$ cat src/rtl/dbg_pkg.sv
// Shared definitions for the debug responder: command opcodes, FSM state
// encoding and register-index width.
package dbg_pkg;

  localparam int REG_IDX_W = 5;

  localparam logic [1:0] OP_MEMWR  = 2'b00;
  localparam logic [1:0] OP_MEMRD  = 2'b01;
  localparam logic [1:0] OP_REGRD  = 2'b10;
  localparam logic [1:0] OP_REGCLR = 2'b11;

  localparam logic [2:0] ST_IDLE  = 3'd0;
  localparam logic [2:0] ST_MEMWR = 3'd1;
  localparam logic [2:0] ST_MEMRD = 3'd2;
  localparam logic [2:0] ST_REGRD = 3'd3;
  localparam logic [2:0] ST_CLR   = 3'd4;
  localparam logic [2:0] ST_RESP  = 3'd5;

  // Map an accepted opcode to the state that services it.
  function automatic logic [2:0] op_to_state(input logic [1:0] op);
    logic [2:0] st;
    st = ST_IDLE;
    case (op)
      OP_MEMWR:  st = ST_MEMWR;
      OP_MEMRD:  st = ST_MEMRD;
      OP_REGRD:  st = ST_REGRD;
      OP_REGCLR: st = ST_CLR;
      default:   st = ST_IDLE;
    endcase
    return st;
  endfunction

endpackage

$ cat src/rtl/dbg_responder_rf_clear_seq.sv
// Register-file clear sequencer: after a start pulse, walks the write index
// from 1 up to NUM_REGS-1, one write per cycle. Register 0 is hardwired and
// is skipped. last_o marks the final write cycle (sequence done).
module rf_clear_seq
  import dbg_pkg::*;
#(
  parameter int NUM_REGS = 32
) (
  input  logic                 clk,
  input  logic                 rst_n,
  input  logic                 start_i,
  output logic                 busy_o,
  output logic                 last_o,
  output logic [REG_IDX_W-1:0] waddr_o
);

  localparam logic [REG_IDX_W-1:0] LAST_IDX = REG_IDX_W'(NUM_REGS - 1);

  logic                 busy_q, busy_d;
  logic [REG_IDX_W-1:0] cnt_q, cnt_d;

  // Start loads index 1; each busy cycle advances until the last register.
  always_comb begin
    busy_d = busy_q;
    cnt_d  = cnt_q;
    if (busy_q) begin
      if (cnt_q == LAST_IDX) begin
        busy_d = 1'b0;
        cnt_d  = '0;
      end else begin
        cnt_d = cnt_q + 1'b1;
      end
    end else if (start_i) begin
      busy_d = 1'b1;
      cnt_d  = REG_IDX_W'(1);
    end
  end

  // Counter and busy flag; reset aborts a sequence mid-way.
  always_ff @(posedge clk or negedge rst_n) begin
    if (!rst_n) begin
      busy_q <= 1'b0;
      cnt_q  <= '0;
    end else begin
      busy_q <= busy_d;
      cnt_q  <= cnt_d;
    end
  end

  assign busy_o  = busy_q;
  assign last_o  = busy_q && (cnt_q == LAST_IDX);
  assign waddr_o = busy_q ? cnt_q : '0;

endmodule

$ cat src/rtl/dbg_responder.sv
// Debug responder: accepts host commands, halts the core, performs the
// memory / register-file access through side ports and returns exactly one
// response per command.
//
//   state | meaning
//   IDLE  | ready for a command, core running
//   MEMWR | one-cycle memory write strobe
//   MEMRD | hold mem_addr for MEM_RD_LAT cycles, capture mem_rdata at the end
//   REGRD | drive rf_raddr, capture rf_rdata
//   CLR   | zero registers 1..NUM_REGS-1, pc_clear on the last write
//   RESP  | present rsp_data until the host takes it
module dbg_responder
  import dbg_pkg::*;
#(
  parameter int ADDR_W     = 16,
  parameter int MEM_RD_LAT = 1,
  parameter int NUM_REGS   = 32
) (
  input  logic                 clk,
  input  logic                 rst_n,
  input  logic                 cmd_valid,
  output logic                 cmd_ready,
  input  logic [1:0]           cmd_op,
  input  logic [31:0]          cmd_addr,
  input  logic [31:0]          cmd_wdata,
  output logic                 rsp_valid,
  input  logic                 rsp_ready,
  output logic [31:0]          rsp_data,
  output logic                 cpu_halt,
  output logic                 pc_clear,
  output logic                 mem_we,
  output logic [ADDR_W-1:0]    mem_addr,
  output logic [31:0]          mem_wdata,
  input  logic [31:0]          mem_rdata,
  output logic                 rf_we,
  output logic [REG_IDX_W-1:0] rf_waddr,
  output logic [31:0]          rf_wdata,
  output logic [REG_IDX_W-1:0] rf_raddr,
  input  logic [31:0]          rf_rdata
);

  localparam logic [1:0] LAT_INIT = 2'(MEM_RD_LAT - 1);

  logic [2:0]           state_q, state_d;
  logic [ADDR_W-1:0]    addr_q, addr_d;
  logic [REG_IDX_W-1:0] idx_q, idx_d;
  logic [31:0]          wdata_q, wdata_d;
  logic [31:0]          data_q, data_d;
  logic [1:0]           lat_q, lat_d;
  logic                 halt_q, halt_d;

  logic                 clr_start;
  logic                 clr_busy;
  logic                 clr_last;
  logic [REG_IDX_W-1:0] clr_waddr;

  // Address bits above the memory window are don't-care by design.
  logic unused_addr_bits;
  assign unused_addr_bits = ^cmd_addr[31:ADDR_W];

  rf_clear_seq #(
    .NUM_REGS (NUM_REGS)
  ) u_clr (
    .clk     (clk),
    .rst_n   (rst_n),
    .start_i (clr_start),
    .busy_o  (clr_busy),
    .last_o  (clr_last),
    .waddr_o (clr_waddr)
  );

  // Next-state, command latching and response capture.
  always_comb begin
    state_d   = state_q;
    addr_d    = addr_q;
    idx_d     = idx_q;
    wdata_d   = wdata_q;
    data_d    = data_q;
    lat_d     = lat_q;
    clr_start = 1'b0;
    case (state_q)
      ST_IDLE: begin
        if (cmd_valid) begin
          state_d   = op_to_state(cmd_op);
          addr_d    = cmd_addr[ADDR_W-1:0];
          idx_d     = cmd_addr[REG_IDX_W-1:0];
          wdata_d   = cmd_wdata;
          lat_d     = LAT_INIT;
          clr_start = (cmd_op == OP_REGCLR);
        end
      end
      ST_MEMWR: begin
        data_d  = '0;
        state_d = ST_RESP;
      end
      ST_MEMRD: begin
        if (lat_q == 2'd0) begin
          data_d  = mem_rdata;
          state_d = ST_RESP;
        end else begin
          lat_d = lat_q - 2'd1;
        end
      end
      ST_REGRD: begin
        data_d  = rf_rdata;
        state_d = ST_RESP;
      end
      ST_CLR: begin
        if (clr_last) begin
          data_d  = 32'(NUM_REGS - 1);
          state_d = ST_RESP;
        end
      end
      ST_RESP: begin
        if (rsp_ready) state_d = ST_IDLE;
      end
      default: state_d = ST_IDLE;
    endcase
  end

  // Halt follows the next state so it rises on the first busy cycle and
  // drops on the first idle cycle, glitch-free from a flop.
  assign halt_d = (state_d != ST_IDLE);

  // State and datapath registers.
  always_ff @(posedge clk or negedge rst_n) begin
    if (!rst_n) begin
      state_q <= ST_IDLE;
      addr_q  <= '0;
      idx_q   <= '0;
      wdata_q <= '0;
      data_q  <= '0;
      lat_q   <= '0;
      halt_q  <= 1'b0;
    end else begin
      state_q <= state_d;
      addr_q  <= addr_d;
      idx_q   <= idx_d;
      wdata_q <= wdata_d;
      data_q  <= data_d;
      lat_q   <= lat_d;
      halt_q  <= halt_d;
    end
  end

  assign cmd_ready = (state_q == ST_IDLE);
  assign rsp_valid = (state_q == ST_RESP);
  assign rsp_data  = (state_q == ST_RESP) ? data_q : '0;
  assign cpu_halt  = halt_q;

  assign mem_we    = (state_q == ST_MEMWR);
  assign mem_addr  = ((state_q == ST_MEMWR) || (state_q == ST_MEMRD)) ? addr_q : '0;
  assign mem_wdata = (state_q == ST_MEMWR) ? wdata_q : '0;

  assign rf_we     = (state_q == ST_CLR) && clr_busy;
  assign rf_waddr  = (state_q == ST_CLR) ? clr_waddr : '0;
  assign rf_wdata  = '0;
  assign rf_raddr  = (state_q == ST_REGRD) ? idx_q : '0;
  assign pc_clear  = (state_q == ST_CLR) && clr_last;

endmodule

$ cat config.mk
export PLATFORM = sky130hd
export DESIGN_NAME = dbg_responder
export DESIGN_NICKNAME = d
export VERILOG_FILES = /design/src/rtl/dbg_pkg.sv /design/src/rtl/dbg_responder_rf_clear_seq.sv /design/src/rtl/dbg_responder.sv
export SDC_FILE = /design/constraint.sdc
export NUM_CORES = 1
export LEC_CHECK = 0
export CAP_MARGIN = 30
export CELL_PAD_IN_SITES_DETAIL_PLACEMENT = 1
export CELL_PAD_IN_SITES_GLOBAL_PLACEMENT = 2
export CORE_AREA = 2 2 176 135
export DETAILED_ROUTE_END_ITERATION = 10
export DIE_AREA = 0 0 178 137
export PLACE_DENSITY_LB_ADDON = 0.1
export SKIP_LAST_GASP = 1
export SYNTH_ARGS = -nofsm -noshare
export SYNTH_HDL_FRONTEND = slang
export SYNTH_SLANG_ARGS = --single-unit
$ cat constraint.sdc
create_clock -name clk -period 2.1 [get_ports clk]
set_input_delay 0.42 -clock clk [delete_from_list [all_inputs] [get_ports clk]]
set_output_delay 0.42 -clock clk [all_outputs]
set_load 0.01 [all_outputs]
==> flow_metrics.py <==
metrics = {
    "die": {
        "io_pins": 262,
        "die_y_um": 137,
        "fp.dieW_um": 178,
        "core_area_sq_um": 22600,
        "initial_utilization_pct": 22.6,
        "die_area_sq_um": 24400,
        "fp-row-count": 48,
    },
    "timing": {
        "hold-worst-slack_ns": 0.00868,
        "setup_violations": 35,
        "maxSlewViolCount": 0,
        "final_hold_viol_count": 0,
        "slew_headroom_pct": 51.9,
        "period_minus_slack_ns": 2.22,
        "period_share_pct": 106,
        "worst_slew_pin_slew_ns": 0.720,
        "rsz0062_at_grt": "yes",
        "max_freq_mhz": 451,
        "setup_tns_ns": -1.62,
        "fin_skew_ns": 0.00880,
        "fin_ws_ns": -0.117,
    },
    "routing": {
        "wl_per_cell_um": 17.5,
        "dr.pass1.iters": 4,
        "ant_nets": 0,
        "drc": 0,
        "drt_iter0_markers": 120,
        "wirelength_um": 19200,
        "num_vias": 4608,
        "vias_per_cell": 4.18,
    },
    "power": {
        "power_frac_seq_pct": 30.6,
        "p_leak_uw": 0.00429,
        "switching_share_pct": 34.9,
        "comb_power_share_pct": 51.3,
        "vdd_ir_drop_max_mv": 0.429,
        "p_int_uw": 6070,
        "power_density_nw_per_um2": 1050,
        "p_clk_share_pct": 18.2,
        "power.switching_uw": 3250,
    },
    "job": {
        "cap_violations": 0,
    },
    "synthesis": {
        "synth_edf_count": 0,
        "postSynthCellCount": 530,
        "yosys.area.top_type": "dfrtp_1",
        "ys_seq_elements": 92,
        "ys_types": 42,
        "syn_avg_cell_area_sq_um": 9.66,
        "yosys_most_used_dff": "dfrtp_1",
        "synth_seq_area_share_pct": 45.0,
        "synth_area_leaders": "dfrtp_1 (45%), and2_1 (11%), nand2_1 (11%), mux2_4 (5.9%), a22o_1 (5.5%)",
        "synthesis.area_sq_um": 5120,
        "synth_top_area_share_pct": 45.0,
        "synth-async-reset-ratio_pct": 100,
        "ys_warn_count": 0,
    },
    "outcome": {
        "outcome": "complete, but fails checks",
        "violations": "setup timing",
    },
    "place": {
        "place_inst": 1043,
        "port_buffers": 213,
        "globalplace.congestion": 0.745,
        "dp_hpwl_um": 12700,
    },
    "setup_path": {
        "worstSetupStartpointType": "flop",
        "cp_data_required_time_ns": 1.68,
        "crit_path_max_fanout": 5,
        "path_class": "flop to primary output",
        "r2r_start": "state_q[1]",
        "r2r_setup_slack_ns": 0.02,
        "worstPathArrival_ns": 1.80,
        "regToRegEndpoint": "data_q[31]",
        "worstSetupEndpoint": "rsp_data[28]",
        "cp-end-kind": "primary output",
        "r2r_cells": 9,
        "critPathLaunch": "state_q[1]",
    },
    "min_path": {
        "hp-class": "input pin to asynchronous set/reset pin",
    },
    "clock_tree": {
        "h-tree-depth": 3,
        "cts_hold_buf": 0,
        "clkLatencyLatePin_ns": 0.35,
        "clkSlewWorstSetupHoldPaths_ns": 0.07,
        "clock-sinks": 92,
        "ctsRootBufferMaster": "clkbuf_16",
        "clock_path_buffers": 2,
        "cts_buffers": 9,
        "cts_tree": "built",
    },
    "grt": {
        "grt_pass1_vias": 4975,
        "grt_pass1_wl_um": 29200,
        "grt_max_degree": 39,
        "antenna_found_initial": 0,
        "overflow": 0,
        "track_usage_pct": 15.8,
    },
    "final_layout": {
        "antenna_cells": 0,
        "fin_nets": 938,
        "fin_cells": 1102,
        "mostFrequentLayoutCell": "nand2_1",
        "regArea_sq_um": 2300,
        "drive_gt1_share_pct": 37.8,
        "areaGrowthSynthToFinish_pct": 72.5,
        "multiInputGateArea_sq_um": 2720,
        "num-fill-cells": 2542,
        "layout_common_cells": "nand2_1 (150), clkdlybuf4s50_1 (117), buf_6 (93)",
    },
}
## registers in the layout (all words and copies together) (netlist names)
register and count:
addr_q 16, wdata_q 32, data_q 32, state_q 3, cpu_halt 1, u_clr.cnt_q 5
lat_q 2, u_clr.busy_o 1
## power groups by stage
| stage | combinational (uW) | clock, uW | sequential, uW |
|---|---|---|---|
| after floorplan | 2040 | 0 | 2700 |
| after global placement | 3520 | 0 | 2780 |
| after detailed placement | 3600 | 0 | 2820 |
| after CTS | 4390 | 1760 | 2810 |
| after global routing | 5220 | 1840 | 2950 |
| final | 4780 | 1690 | 2850 |
## routing by layer
metal | vias up | GRT usage [%] | wire (um)
li1 | 2207 | - | -
met1 | 2246 | 21.3 | 8910
met2 | 143 | 25.4 | 8760
met3 | 12 | 4.53 | 1380
met4 | 0 | 2.96 | 195
met5 | - | 0 | 0
## cell usage after synthesis, types with 5 or more instances
cell	count
inv_1	7
dfrtp_1	92
buf_4	34
buf_2	9
mux2_4	20
a21oi_1	5
and2_1	91
o21ai_0	11
mux2i_1	7
clkbuf_1	12
nand2_1	150
buf_6	9
mux2_2	7
ha_1	6
nor2_1	5
a22o_1	32
## stage by stage
| step | worst slack [ns] | utilization (%) | total power (uW) | cell area, sq um |
|---|---|---|---|---|
| 4_1_cts | -0.203 | 36.9 | 8960 | 8350 |
| 6_report | -0.117 | 39.0 | 9320 | 8840 |
| 2_1_floorplan | 0.290 | - | 4740 | 5240 |
| 3_5_place_dp | -0.137 | 33.9 | 6420 | 7680 |
| 5_1_grt | -0.184 | 39.0 | 10000 | 8840 |
| 3_3_place_gp | -0.108 | 33.9 | 6300 | 7680 |
## worst min-delay path by stage
stage                     start        endpoint  slack [ns]  cells after the start
after floorplan           rst_n       addr_q[0]        0.12                      0
after CTS                 rst_n    u_clr.busy_o        0.02                      1
after global routing      rst_n    u_clr.busy_o        0.02                      1
final                     rst_n    u_clr.busy_o       0.009                      1
after global placement    rst_n  u_clr.cnt_q[0]        0.40                      1
after detailed placement  rst_n    u_clr.busy_o        0.39                      1
## worst max-delay path, cell delays in order, from the launching register on
cell     delay, ns
dfrtp_1       0.42
buf_12        0.15
and3b_2       0.29
buf_6         0.16
buf_16        0.12
buf_12        0.09
and2_4        0.12
buf_6         0.10
## layout make-up
| cell class | count | area share, % |
|---|---|---|
| Timing Repair Buffer | 289 | 35.2 |
| Multi-Input combinational cell | 399 | 30.7 |
| Sequential cell | 92 | 26.1 |
| Tap cell | 300 | 4.25 |
| Clock buffer | 10 | 2.70 |
| Clock inverter | 5 | 0.708 |
| Inverter | 7 | 0.297 |
## cells by family (layout without fill, tap and decap cells)
logic type | after synthesis | in the layout | synth area share [%]
AO/OA/AOI/OAI | 56 | 56 | 8.87
XOR/XNOR | 1 | 1 | 0.171
adder cells (fa/ha/maj) | 6 | 6 | 1.47
buffers and inverters | 72 | 311 | 9.33
flip-flops | 92 | 92 | 45.0
multiplexers | 34 | 34 | 8.77
other | 1 | 32 | 0.0732
AND/OR/NAND/NOR | 268 | 270 | 26.4
## what timing repair did
item | 4_1_cts | 5_1_grt
buffers inserted | 30 | 9
setup endpoints to repair | 122 | 116
pin swaps | 12 | 52
cloned | 9 | 1
gates resized for setup | 364 | 221
endpoints found under the hold margin | 0 | 0
Power figures use the tool's default switching activity.
